**src/rtl/add16_arb_pkg.sv**
```systemverilog
// Shared types and constants for the add16 round-robin arbiter.
package add16_arb_pkg;

  typedef enum logic {EMPTY, FULL} state_t;

  typedef logic [15:0] word_t;

  localparam int unsigned DEFAULT_MAXBURST = 4;

endpackage

```
**src/rtl/rr_pick.sv**
```systemverilog
// Rotating-priority picker: first set request at or after ptr_i, wrapping modulo NREQ.
module rr_pick #(
  parameter int unsigned NREQ = 4,
  parameter int unsigned IDW  = 2
) (
  input  logic [NREQ-1:0] req_i,
  input  logic [IDW-1:0]  ptr_i,
  output logic [NREQ-1:0] gnt_o,
  output logic [IDW-1:0]  gnt_idx_o,
  output logic            any_gnt_o
);

  logic [IDW-1:0] idx;

  always_comb begin
    gnt_o     = '0;
    gnt_idx_o = '0;
    any_gnt_o = 1'b0;
    idx       = '0;
    for (int unsigned i = 0; i < NREQ; i++) begin
      idx = IDW'((32'(ptr_i) + i) % NREQ);
      if (!any_gnt_o && req_i[idx]) begin
        gnt_o[idx] = 1'b1;
        gnt_idx_o  = idx;
        any_gnt_o  = 1'b1;
      end
    end
  end

endmodule

```
**src/rtl/add16_rr_arbiter.sv**
```systemverilog
// Round-robin arbiter sharing one external 16-bit adder between NREQ requesters.
// Define ADD16_ARB_LOCK_EN to add req_lock burst locking (up to MAXBURST grants).
module add16_rr_arbiter
  import add16_arb_pkg::*;
#(
  parameter int unsigned NREQ = 4,
  parameter int unsigned IDW  = 2
`ifdef ADD16_ARB_LOCK_EN
  ,
  parameter int unsigned MAXBURST = DEFAULT_MAXBURST
`endif
) (
  input  logic              clk,
  input  logic              reset,
  input  logic [NREQ-1:0]    req_valid,
  output logic [NREQ-1:0]    req_ready,
  input  logic [NREQ*16-1:0] req_a,
  input  logic [NREQ*16-1:0] req_b,
  input  logic [NREQ-1:0]    req_cin,
`ifdef ADD16_ARB_LOCK_EN
  input  logic [NREQ-1:0]    req_lock,
`endif
  output logic [15:0]        add_a,
  output logic [15:0]        add_b,
  output logic               add_cin,
  input  logic [15:0]        add_r,
  output logic               res_valid,
  output logic [IDW-1:0]     res_id,
  output logic [15:0]        res_r,
  input  logic               res_ready
);

  state_t         state_q, state_d;
  logic [IDW-1:0] ptr_q, ptr_d, ptr_next;
  logic [IDW-1:0] res_id_q;
  word_t          res_r_q;

  logic [NREQ-1:0] pick_req, gnt;
  logic [IDW-1:0]  gnt_idx;
  logic            any_gnt, can_issue;

`ifdef ADD16_ARB_LOCK_EN
  localparam int unsigned BW = $clog2(MAXBURST) + 1;
  localparam logic [BW-1:0] BurstLast = BW'(MAXBURST - 1);
  logic [BW-1:0] burst_q, burst_d, burst_base;
`endif

  assign res_valid = (state_q == FULL);
  assign res_id    = res_id_q;
  assign res_r     = res_r_q;

  assign can_issue = (state_q == EMPTY) || (res_valid && res_ready);
  // Gating with reset keeps req_ready and the adder operands at 0 while in reset.
  assign pick_req  = req_valid & {NREQ{can_issue && !reset}};

  rr_pick #(
    .NREQ (NREQ),
    .IDW  (IDW)
  ) u_pick (
    .req_i     (pick_req),
    .ptr_i     (ptr_q),
    .gnt_o     (gnt),
    .gnt_idx_o (gnt_idx),
    .any_gnt_o (any_gnt)
  );

  assign req_ready = gnt;

  always_comb begin
    add_a   = '0;
    add_b   = '0;
    add_cin = 1'b0;
    for (int unsigned i = 0; i < NREQ; i++) begin
      if (gnt[i]) begin
        add_a   = req_a[i*16 +: 16];
        add_b   = req_b[i*16 +: 16];
        add_cin = req_cin[i];
      end
    end
  end

  assign ptr_next = (gnt_idx == IDW'(NREQ - 1)) ? '0 : gnt_idx + IDW'(1);

  always_comb begin
    state_d = state_q;
    ptr_d   = ptr_q;
`ifdef ADD16_ARB_LOCK_EN
    burst_d    = burst_q;
    // A locked owner keeps ptr pointing at itself, so a grant elsewhere restarts the count.
    burst_base = (gnt_idx == ptr_q) ? burst_q : '0;
`endif

    case (state_q)
      EMPTY:   if (any_gnt) state_d = FULL;
      FULL:    if (res_ready && !any_gnt) state_d = EMPTY;
      default: state_d = EMPTY;
    endcase

    if (any_gnt) begin
`ifdef ADD16_ARB_LOCK_EN
      if (req_lock[gnt_idx] && (burst_base < BurstLast)) begin
        ptr_d   = gnt_idx;
        burst_d = burst_base + BW'(1);
      end else begin
        ptr_d   = ptr_next;
        burst_d = '0;
      end
`else
      ptr_d = ptr_next;
`endif
    end
  end

  always_ff @(posedge clk or posedge reset) begin
    if (reset) begin
      state_q  <= EMPTY;
      ptr_q    <= '0;
      res_id_q <= '0;
      res_r_q  <= '0;
    end else begin
      state_q <= state_d;
      ptr_q   <= ptr_d;
      if (any_gnt) begin
        res_r_q  <= add_r;
        res_id_q <= gnt_idx;
      end
    end
  end

`ifdef ADD16_ARB_LOCK_EN
  always_ff @(posedge clk or posedge reset) begin
    if (reset) begin
      burst_q <= '0;
    end else begin
      burst_q <= burst_d;
    end
  end
`endif

endmodule

```
**config.mk**
```make
export PLATFORM = sky130hd
export DESIGN_NAME = add16_rr_arbiter
export DESIGN_NICKNAME = d
export VERILOG_FILES = /design/src/rtl/add16_arb_pkg.sv /design/src/rtl/rr_pick.sv /design/src/rtl/add16_rr_arbiter.sv
export SDC_FILE = /design/constraint.sdc
export NUM_CORES = 1
export LEC_CHECK = 0
export BUFFER_PORTS_ARGS = -buffer_cell sky130_fd_sc_hd__buf_2
export CAP_MARGIN = 15
export CORE_ASPECT_RATIO = 0.6
export CORE_UTILIZATION = 40
export DETAILED_ROUTE_END_ITERATION = 16
export GPL_ROUTABILITY_DRIVEN = 1
export GPL_TIMING_DRIVEN = 1
export PLACE_DENSITY = 0.84
export REMOVE_ABC_BUFFERS = 1
export SLEW_MARGIN = 20
export SYNTH_ARGS = -nofsm -noshare
export SYNTH_HDL_FRONTEND = slang
export SYNTH_SLANG_ARGS = --single-unit
```
**constraint.sdc**
```tcl
create_clock -name clk -period 4.2 [get_ports clk]
set_clock_uncertainty 0.15 [all_clocks]
set_input_delay 0.21 -clock clk [delete_from_list [all_inputs] [get_ports clk]]
set_output_delay 0.21 -clock clk [all_outputs]
set_load 0.005 [all_outputs]
```
# Yosys cells after proc, flatten, opt, wreduce, memory -nomap -nowiden
# Index checks and enable logic that the tools add are counted.
[word_totals] ff_bits=21 latch_bits=0 ram_bits=0 romBits=0 input_bits=155 output_inout_bits=56 word_cells=82 mem_count=0
[op_classes] n_addsub=4 n_mul=0 div=0 n_lt_le_gt_ge=8 eq_ne=1 n_shift=0 muxes=44 bitwise=5 reduce_logical=16
[ops] operator="$mux W16" count=8
[ops] operator="$mux W1" count=18
[ops] operator="$mux W4" count=4
[ops] operator="$lt A2 B3 Y1 const B" count=4
[ops] operator="$or A4 B4 Y4" count=3
[ops] operator="$logic_and A1 B1 Y1" count=10
[ops] operator="$mux W2" count=5
[ops] operator="$bmux W1 S2" count=4
[ops] operator="$demux W1 S2" count=4
[ops] operator="$ge A2 B1 Y1 const B" count=4
[ops] operator="$logic_not A1 Y1" count=5
[ops] operator="$add A2 B1 Y2 const B" count=2
[ops] operator="$add A2 B2 Y2 const B" count=2
[ops] operator="$and A4 B4 Y4" count=1
[ops] operator="$eq A2 B2 Y1 const B" count=1
[ops] operator="$pmux W1 S2" count=1
[ops] operator="$logic_or A1 B1 Y1" count=1
[ops] operator="$not A1 Y1" count=1

# Depth between registers and ports, before layout
[depth] word_depth=20 depth_mapped=10 depth_no_buf=9

# By module
# A second synthesis with hierarchy kept.
[hier_totals] hier_cells=220 hier_area_um2=2357.3
[modules_own_cells] mod="add16_rr_arbiter" n_inst=1 cells_per_inst=175 area_each_um2=1935.6 seq_area_each_um2=525.5
[modules_own_cells] mod="rr_pick" n_inst=1 cells_per_inst=45 area_each_um2=421.7 seq_area_each_um2=0.0

# Least setup slack after synthesis
# No wires, ideal clock.
[synth_path] kind="register to output" from="register (tool-made name)" to="output port add_a[0]" arrival_ns=2.876 path_slack_ns=0.964 stages_incl_launch_ff=11 path_buffers=3 path_cell_list="dfrtp_1 > inv_2 > ha_1 > mux4_2 > or4_1 > buf_2 > and3_1 > buf_6 > buf_6 > a311oi_1 > o31ai_1"
[synth_lines] element="end: declaration" line="add16_rr_arbiter.sv:23" rtl="output logic [15:0] add_a,"

# Worst setup path after layout
[layout_path] from="register ptr_q[1]" to="output port add_b[13]"
[layout_via] elab_chain_cells=16 elab_cells_between_ends=51
[layout_rtl] element="start: declaration" line="add16_rr_arbiter.sv:34" rtl="logic [IDW-1:0] ptr_q, ptr_d, ptr_next;"
[layout_rtl] element="start signal: assignment" line="add16_rr_arbiter.sv:122" rtl="ptr_q <= ptr_d;"
[layout_rtl] element="branches (longest 11 deep; another with $lt A2 B3 Y1)"
[layout_rtl] element="$mux W4 *" line="rr_pick.sv:22" rtl="if (!any_gnt_o && req_i[idx]) begin"
[layout_rtl] element="$mux W16 (3 in a row)" line="add16_rr_arbiter.sv:74" rtl="if (gnt[i]) begin"
[layout_rtl] element="$mux W16 *" line="add16_rr_arbiter.sv:74"
[layout_rtl] element="end: declaration" line="add16_rr_arbiter.sv:24" rtl="output logic [15:0] add_b,"
# Mark *: on every way between the ends. The select of a mux whose other input is x is not followed.

==> summary.md <==
| Metric | Value |
|---|---|
| Die outline width | `between 100 and 150 um` |
| Share of cells above drive strength 1 | `43.8%` |
| Instance count of the mapped netlist | `between 300 and 400` |
| Pre-CTS setup slack | `~0.36 ns` |
| Via count | `about 3500` |
| Vias/cell | `5.36` |
| Mean Syn Cell Area | `approximately 7 um2` |
| Net switching power | `902 uW` |
| GPL Wtd Cong | `~0.9` |
| Io pins | `211` |
| Vias in the first global route | `between 3000 and 4000` |
| Highest net fanout along the worst path | `21` |
| Kind of launch point of the worst setup path | `flip-flop` |
| Standard cell core area | `approximately 0.0062 mm2` |
| Initial antenna violation count | `0` |
| Number of DRC violations after detailed-routing iteration 0 | `between 300 and 400` |
| DRC viols | `0` |
| EDFF count, synth | `0` |
| Std-Cell Rows | `22` |
| DIE HEIGHT | `around 64 um` |
| Global-route wire length before repair | `~15 mm` |
| Pin count of the biggest net entering global routing | `35` |
| Worst setup slack for register-to-register paths | `1.58 ns` |
| Portion of total power attributed to sequential cells | `approximately 15%` |
| Total number of clock tree sinks | `21` |
| Drt pass-1 iters | `4` |
| Worst-case headroom to the max-slew limit | `between 30% and 40%` |
| Post-CTS clock slew at the launch and capture registers of the worst setup and hold paths | `0.07 ns` |
| Top cell family by delay on the critical path | `simple AND/OR/NAND/NOR gates` |
| Commonest non-fill, non-tap cell in the layout | `sky130_fd_sc_hd__buf_2` |
| Cell-internal power | `between 1000 and 1500 uW` |
| Count of distinct cell types in the synthesized netlist | `~40` |
| Share of synthesized registers carrying an async set or reset | `100%` |
| Maximum resistive drop on vdd | `0.000227 V` |
| Clock power frac | `between 6 and 7%` |
| Seq/Total Area, Yosys | `between 20% and 30%` |
| Sum of routed wire length over all layers | `approximately 9.5 mm` |
| CP arrival | `approximately 3.5 ns` |
| Endpoint required time on the critical path | `3.84 ns` |
| Length in cells of the worst reg-to-reg path | `7` |
| Filler cells | `557` |
| Crit. Startpoint | `ptr_q[1]` |
| R2R Path Start | `ptr_q[1]` |
| PwrDens | `between 400 and 500 mW/mm2` |
| Critical-path cell list | `inv_1, ha_1, mux4_2, or4_1, and3_2, buf_4, a311oi_1, o31ai_1, buf_2` |
| Post-synthesis share of cell area spent on and, or, nand and nor gates | `23.1%` |
| Wirelength per Cell | `roughly 14 um` |
| Count of endpoints failing setup in the final report | `0` |
| Layout Nets | `730` |
| # H-tree levels | `1` |
| Final setup slack of the worst path | `0.296 ns` |
| Fraction of power spent switching nets | `47.2%` |
| Final Max Slew Viols | `0` |
| Total inserted antenna cells | `0` |
| Leftover overflow at the end of global routing | `0` |
| Total GRT Usage | `a little over a quarter` |
| Total buffers and inverters traversed by the critical path | `3` |
| Outcome | `finished, final reports clean` |
| Post-placement cell count | `~640` |
| Total of warnings raised by yosys | `0` |
| Detailed-placement wirelength estimate | `approximately 7 mm` |
| Num CTS Buffers | `3` |
| Arithmetic-cell share of the synthesized area counting full adders, half adders and majority gates | `2.42%` |
| Cell type of the slowest stage on the worst timing path | `sky130_fd_sc_hd__mux4_2` |
| Leakage power | `between 0.002 and 0.0025 uW` |
| Complex-gate fraction of the synthesized area | `between 30% and 40%` |
| Post-CTS repair timing setup buffer count | `0` |
| Post-detailed-route count of antenna-violating nets | `0` |
| Post-synthesis sequential element count | `21` |
| Dominant combinational cell family by area after synthesis | `compound AO/OA/AOI/OAI gates` |
| Period utilization | `~93%` |
| Clock latency at the later pin of the worst-skew pair | `approximately 0.26 ns` |
| Measured slew at the worst slew-check pin | `roughly 0.97 ns` |
| Number of hold violations in the final report | `0` |
| Placed cell areas | `between 0.003 and 0.004 mm2` |
| Highest achievable clock rate | `about 0.26 GHz` |
| Cell area after layout | `approximately 0.0039 mm2` |
| Type of the tightest min-delay check | `primary input to asynchronous set/reset pin` |
| CP endpoint kind | `output port` |
| Critical path class | `flip-flop to output port` |
| Combinational share of power | `78.5%` |
| Final standard cell count with taps included and fillers excluded | `around 650` |
| Clock period minus final worst setup slack | `just under 4 ns` |
| Max cap viols | `0` |
| Initial Utilization | `about two fifths` |
| Crit path to | `add_b[13]` |
| Commonest cells after routing, fill and taps aside | `sky130_fd_sc_hd__buf_2 (210), sky130_fd_sc_hd__nand2_1 (87), sky130_fd_sc_hd__nor2_1 (38), sky130_fd_sc_hd__inv_1 (37), sky130_fd_sc_hd__o31ai_1 (34)` |
| Longest Clk Path Bufs | `2` |
| Worst R2R End | `ptr_q[1]` |
| Mux contribution to synthesized area | `about 5.1%` |
| Die Footprint | `approximately 0.0068 mm2` |
| Utilization after layout | `a little over three fifths` |
| Total stage count of the critical path | `9` |
| Post-synthesis cell area | `between 0.002 and 0.003 mm2` |
| Clock tree root driver cell | `sky130_fd_sc_hd__clkbuf_8` |
| Area growth, synth to finish | `48.8%` |
| Prevailing post-synth register cell | `sky130_fd_sc_hd__dfrtp_1` |
| Area share of xor/xnor cells in the synthesized design | `less than 1%` |
| Max incr delay on CP | `around 0.6 ns` |
| CTS tree | `done` |
| Number of I/O port buffers | `210` |
| RSZ-0062 raised after global routing | `no` |
[power by group through the flow]
stage	Sequential [uW]	Clock [uW]	Combinational [uW]
floorplan	298	0	867
global route	287	142	1660
CTS	279	134	1490
global placement	279	0	1450
detailed placement	280	0	1480
finish	281	130	1500
[per-stage QoR]
step                      TNS, ns  total power [uW]  hold slack, ns
after floorplan            -23.95              1160          0.0365
after global placement          0              1730           0.248
after detailed placement        0              1760           0.252
after CTS                       0              1900         0.00191
after global routing            0              2090         0.00403
final                           0              1910         0.00102
[cells in the mapped netlist (all sizes together) (2+ instances only)]
cell / n / area share [%]
buf: 13 / 3.5
clkbuf: 22 / 3.2
nor3: 2 / 0.39
a221o: 2 / 0.77
a31oi: 33 / 8.0
inv: 39 / 5.7
mux4: 4 / 3.5
xnor2: 2 / 0.68
mux2i: 2 / 0.77
a22o: 3 / 1.0
mux2: 2 / 0.87
a311oi: 33 / 13
nor3b: 2 / 0.58
ha: 5 / 2.4
dfrtp: 21 / 20
nand2: 87 / 13
nor2: 38 / 5.5
nor2b: 3 / 0.73
o31ai: 34 / 9.9
nand2b: 5 / 1.2
a21oi: 3 / 0.58
[cell families after synthesis]
group                    count (synthesis)
AND/OR/NAND/NOR                        145
AO/OA/AOI/OAI                          115
buffers and inverters                   74
flip-flops                              21
multiplexers                             8
adder cells (fa/ha/maj)                  5
XOR/XNOR                                 2
[sequential cells by signal (all words and copies together), names as in the netlist, named ones only]
name,flops
res_id,2
res_r,16
ptr_q,1
res_valid,1
[layer usage]
metal / up-vias / GRT usage, % / routed length [um]
met5: - / 0 / 0
met4: 0 / 6.42 / 128
met3: 16 / 2.96 / 601
met2: 138 / 45.9 / 4500
met1: 1613 / 35.5 / 4230
li1: 1732 / - / -
[final cells by class]
cell class / instances / area [um2] / share of cell area [%]
Multi-Input combinational cell: 275 / 1780 / 46.3
Inverter: 39 / 149 / 3.87
Timing Repair Buffer: 230 / 1240 / 32.2
Clock buffer: 4 / 45.0 / 1.17
Tap cell: 84 / 105 / 2.73
Sequential cell: 21 / 527 / 13.7
[timing repair]
item,4_1_cts,5_1_grt
hold buffers,11,0
resized for setup,0,7
setup endpoints to repair,0,33
hold endpoints to repair,11,0
[worst min-delay path by stage]
stage,endpoint,slack (ns),cells past startpoint
2_1_floorplan,asynchronous set/reset pin,0.04,1
3_3_place_gp,res_r[11],0.25,3
3_5_place_dp,res_r[4],0.25,3
4_1_cts,res_r[11],0.002,3
5_1_grt,res_r[15],0.004,3
6_report,res_r[9],0.001,2
No activity file was read; power rests on OpenSTA's default activity.
